### src/rtl/fetch_stage.sv
// ---------------------------------------------------------------------------
// fetch_stage
// Instruction-fetch stage. Owns the PC register and the IF/ID pipeline
// register. It fetches from instruction memory with at most one request
// outstanding, follows downstream stall (holdpc) and branch/jump redirects,
// and parks a response that arrives during a stall in a one-entry skid buffer.
//
// Ports
//   clk                : rising-edge clock
//   rst                : asynchronous, active-low reset
//   holdpc             : stall, freezes PC and IF/ID
//   redirect           : taken branch/jump, flushes IF/ID and loads redirect_pc
//   redirect_pc[31:0]  : redirect target (bits [1:0] forced to 00)
//   imem_req           : fetch request valid
//   imem_addr[31:0]    : fetch address (the PC register)
//   imem_ready         : memory accepts the request this cycle
//   imem_rvalid        : response data valid
//   imem_rdata[31:0]   : fetched instruction
//   if_id_instruction  : IF/ID instruction
//   if_id_pc           : PC of if_id_instruction
//   if_id_valid        : IF/ID holds a real instruction
// ---------------------------------------------------------------------------
module fetch_stage #(
   parameter logic [31:0] RESET_PC  = 32'h0000_0000,
   parameter logic [31:0] NOP_INSTR = 32'h0000_0013
) (
   input  logic        clk,
   input  logic        rst,
   input  logic        holdpc,
   input  logic        redirect,
   input  logic [31:0] redirect_pc,
   output logic        imem_req,
   output logic [31:0] imem_addr,
   input  logic        imem_ready,
   input  logic        imem_rvalid,
   input  logic [31:0] imem_rdata,
   output logic [31:0] if_id_instruction,
   output logic [31:0] if_id_pc,
   output logic        if_id_valid
);

   typedef enum logic [2:0] {
      S_BOOT,
      S_REQ,
      S_WAIT,
      S_HOLD,
      S_DROP
   } state_t;

   state_t      state, state_nxt;
   logic [31:0] pc, pc_nxt;
   logic [31:0] skid, skid_nxt;
   logic [31:0] instr_nxt;
   logic [31:0] ifpc_nxt;
   logic        valid_nxt;
   logic [31:0] target;
   logic [31:0] pc_inc;
   logic        outstanding;

   assign target    = {redirect_pc[31:2], 2'b00};
   assign pc_inc    = pc + 32'd4;   // wraps modulo 2^32
   assign imem_addr = pc;

   // A response is still owed to us after this cycle: the memory has
   // accepted (or already holds) a request whose data has not yet returned.
   // S_DROP keeps waiting for its owed response too, so a redirect there
   // stays in S_DROP unless that response is arriving right now.
   assign outstanding = ((state == S_WAIT) && !imem_rvalid) ||
                        ((state == S_REQ)  &&  imem_ready)  ||
                        ((state == S_DROP) && !imem_rvalid);

   always_comb begin
      state_nxt = state;
      pc_nxt    = pc;
      skid_nxt  = skid;
      instr_nxt = if_id_instruction;
      ifpc_nxt  = if_id_pc;
      valid_nxt = if_id_valid;
      imem_req  = 1'b0;

      case (state)
         S_BOOT: begin
            state_nxt = S_REQ;
         end
         S_REQ: begin
            imem_req = 1'b1;
            if (imem_ready) state_nxt = S_WAIT;
         end
         S_WAIT: begin
            if (imem_rvalid) begin
               if (!holdpc) begin
                  instr_nxt = imem_rdata;
                  ifpc_nxt  = pc;
                  valid_nxt = 1'b1;
                  pc_nxt    = pc_inc;
                  state_nxt = S_REQ;
               end else begin
                  skid_nxt  = imem_rdata;
                  state_nxt = S_HOLD;
               end
            end
         end
         S_HOLD: begin
            if (!holdpc) begin
               instr_nxt = skid;
               ifpc_nxt  = pc;
               valid_nxt = 1'b1;
               pc_nxt    = pc_inc;
               skid_nxt  = 32'd0;
               state_nxt = S_REQ;
            end
         end
         S_DROP: begin
            if (imem_rvalid) state_nxt = S_REQ;
         end
         default: begin
            state_nxt = S_BOOT;
         end
      endcase

      // Redirect overrides stall and any same-cycle response. In S_BOOT the
      // IF/ID register already holds the bubble, so only the PC moves.
      if (redirect) begin
         pc_nxt = target;
         if (state != S_BOOT) begin
            instr_nxt = NOP_INSTR;
            ifpc_nxt  = 32'd0;
            valid_nxt = 1'b0;
            skid_nxt  = 32'd0;
            state_nxt = outstanding ? S_DROP : S_REQ;
         end
      end
   end

   always_ff @(posedge clk or negedge rst) begin
      if (!rst) begin
         state             <= S_BOOT;
         pc                <= RESET_PC;
         skid              <= 32'd0;
         if_id_instruction <= NOP_INSTR;
         if_id_pc          <= 32'd0;
         if_id_valid       <= 1'b0;
      end else begin
         state             <= state_nxt;
         pc                <= pc_nxt;
         skid              <= skid_nxt;
         if_id_instruction <= instr_nxt;
         if_id_pc          <= ifpc_nxt;
         if_id_valid       <= valid_nxt;
      end
   end

endmodule
### config.mk
export PLATFORM = sky130hd
export DESIGN_NAME = fetch_stage
export DESIGN_NICKNAME = d
export VERILOG_FILES = /design/src/rtl/fetch_stage.sv
export SDC_FILE = /design/constraint.sdc
export NUM_CORES = 1
export LEC_CHECK = 0
export CORE_ASPECT_RATIO = 0.5
export CORE_UTILIZATION = 43
export CTS_CLUSTER_SIZE = 40
export DETAILED_ROUTE_END_ITERATION = 10
export PLACE_DENSITY_LB_ADDON = 0.3
export SLEW_MARGIN = 40
export SYNTH_ARGS = -nofsm -noshare
export SYNTH_HDL_FRONTEND = slang
export SYNTH_SLANG_ARGS = --single-unit
export TNS_END_PERCENT = 1
### constraint.sdc
create_clock -name clk -period 2.4 [get_ports clk]
set_input_delay 0.24 -clock clk [delete_from_list [all_inputs] [get_ports clk]]
set_output_delay 0.24 -clock clk [all_outputs]
set_load 0.005 [all_outputs]
==> impl_metrics.ini <==
[detailed_routing]
first_iter_violations = 517
vias_per_cell = 5.73
vias = 5523
drt_wl_total_mm = 16.6
drcViolationCount = 0
dr.pass1.iters = 5
postRouteAntennaNets = 0
wl_per_cell_um = 17.2

[yosys]
syn-mean-instance-area_um2 = 9.60
ys_seq_area_frac = 0.547
synth-main-ff-cell = dfrtp_1
ys_ff_latch = 130
syn_inst = 620
async_reset_ff_frac = 1.00
ys_types = 48
synth_edf_count = 0
ys_warn_count = 0
syn_area_mm2 = 0.00595

[placement]
hpwl_mm = 11.0
gp_congestion = 0.824
placed_area_mm2 = 0.00788
port_buffers = 163

[clock_network]
root_buffer = clkbuf_16
cts_made_buffers = 17
clock-sinks = 130
cts_tree = built
cts.path.max_buffers = 2
htreeDepth = 4
insertion_delay_ps = 420
clk_pin_slew_ps = 60
post_cts_buffers = 0

[cells_and_area]
syn_to_final_growth_pct = 43.0
final_common_cell = clkdlybuf4s50_1
drive_above_1_share = 0.0932
nets = 852
layout_common_cells = 162 x clkdlybuf4s50_1, 127 x dfrtp_1, 95 x nand2_1
diodes = 0
design_area_mm2 = 0.00851

[setup_path]
slowest_stage = or4_4
crit_required_ps = 2720
crit_type = reg -> reg
arrival_ps = 2480
worst-path-max-fanout = 34
max_stage_delay_ps = 730
critical_path_buf_inv_count = 0
cp-end-kind = flop
start_kind = flop
crit_family = simple AND/OR/NAND/NOR gates
path_cells = nand3_2 -> or4_4 -> or4_1 -> a31oi_1

[global_route]
grt_usage = 0.240
grt_max_degree = 72
grt-ovfl-total = 0
grt_pass1_vias = 5437
antenna_found_initial = 0
grt_pass1_wl_mm = 27.2

[timing]
worst_pin_slew_ps = 625
final_hold_viol_count = 0
min_period_ps = 2160
rsz0062_at_grt = false
setup_tns_ps = 0
finalClockSkew_ps = 12.4
relSlewSlack = 0.582
fmax_ghz = 0.462
finalMaxSlewViolations = 0
finalSetupViolations = 0
timing.final.crit_share = 0.901

[floorplanning]
rows = 29
die_h_um = 85.2
start_util = 0.456
fp.coreArea_mm2 = 0.0131
io_pins = 168
dieArea_mm2 = 0.0143
fp.dieW_um = 168

[pwr]
intPower_mw = 4.97
switching_share = 0.301
power_frac_clock = 0.380
powerDensity_mw_per_mm2 = 836
p_switching_mw = 2.14
leakage_nw = 3.51
ir_worst_vdd_mv = 0.609
p_total_mw = 7.11
p_comb_frac = 0.246
power_frac_seq = 0.375

[status]
status = finished, final reports clean

[min_path]
hp-class = in -> async

[job]
drv_cap = 0
-- cell type report --
class,count,area [µm²]
inverter,7,26.3
clock inverter,13,175
timing repair buffer,192,1900
multi-input combinational,433,2490
tap,170,213
sequential,130,3260
fill,1057,4550
clock buffer,19,443
-- Yosys cell counts (2+ instances only) --
cell      instances  share of area
nor3b_1           2         0.0025
nand3_1          18          0.015
nor2b_1           7         0.0074
nand2_1          96          0.061
a22oi_1          31          0.039
buf_4             2         0.0025
dfrtp_1         127           0.53
clkbuf_1         44          0.028
a31oi_1          13          0.014
nor3_1            6         0.0050
a21oi_1          37          0.031
a22o_1            3         0.0044
xnor2_1           3         0.0044
o31a_1            2         0.0029
nor2_1           83          0.052
or3_1             5         0.0053
nand4b_1          2         0.0029
buf_1             2         0.0013
or4_1            19          0.024
nand4_1          12          0.013
a221oi_1          4         0.0059
nor4b_1           2         0.0029
inv_1             6         0.0038
and3b_1           3         0.0044
and3_1            2         0.0021
nand2b_1          3         0.0032
a222oi_1         29          0.049
dfstp_2           3          0.013
and4_1            4         0.0059
o211ai_1          2         0.0025
o21ai_0          15          0.013
xor2_1            5         0.0074
o31ai_1          11          0.014
buf_6             2         0.0038
a311o_1           2         0.0034
-- state kept, by name, summed over array words and instances (netlist names) --
name               flops
if_id_instruction     32
if_id_pc              32
if_id_valid            1
imem_addr             30
skid                  32
state                  3
-- power by group through the flow --
stage	Combinational, mW	Sequential (mW)	Clock [mW]
final	1.75	2.66	2.70
after global routing	1.91	2.70	2.84
after CTS	1.76	2.66	2.73
after detailed placement	1.75	2.70	0
after global placement	1.72	2.69	0
after floorplan	0.794	2.67	0
-- cells by family after synthesis --
family,synth area share
DFF,0.547
AOI/OAI and AO/OA,0.183
muxes,0.00168
and+or+nand+nor,0.213
xor gates and xnor gates,0.0118
other,0.000630
adders and majority gates,0.00210
buffers and inverters,0.0406
-- per-layer routing --
layer | global-route usage | up-vias | wire length [µm]
li1 | - | 2599 | -
met1 | 0.320 | 2731 | 7470
met2 | 0.398 | 175 | 8020
met3 | 0.0536 | 18 | 954
met4 | 0.0645 | 0 | 161
met5 | 0 | - | 0
-- worst register-to-register path, delay by kind of cell (launching register included) --
family | cells | cell delay [ps]
flops | 1 | 450
simple gates | 3 | 1430
compound gates | 1 | 200
-- what timing repair did --
item	in CTS	in global routing
hold endpoints to repair	54	0
resized for setup	0	0
setup endpoints to repair	0	0
hold buffers	1	0
-- worst paths after layout --
kind	startpoint	to	slack [ps]	cells past startpoint
min in group clk	redirect_pc[9]	imem_addr[9]	390	3
max reg2reg	imem_addr[6]	imem_addr[26]	240	4
min	rst	if_id_instruction[20]	360	2
max	imem_addr[6]	imem_addr[26]	240	4
max in group asynchronous	rst	if_id_instruction[4]	1210	3
min reg2reg	if_id_instruction[0]	if_id_instruction[0]	460	2
-- stage by stage --
| stage | setup WS, ps | util | hold WS, ps | instances |
|---|---|---|---|---|
| 2_1_floorplan | 337 | - | -55.6 | 621 |
| 6_report | 238 | 0.651 | 357 | 964 |
| 5_1_grt | 104 | 0.651 | 387 | 964 |
| 4_1_cts | 221 | 0.651 | 375 | 964 |
| 3_5_place_dp | 143 | 0.603 | 240 | 931 |
| 3_3_place_gp | 206 | 0.603 | 241 | 931 |
No activity file was read; power rests on OpenSTA's default activity.
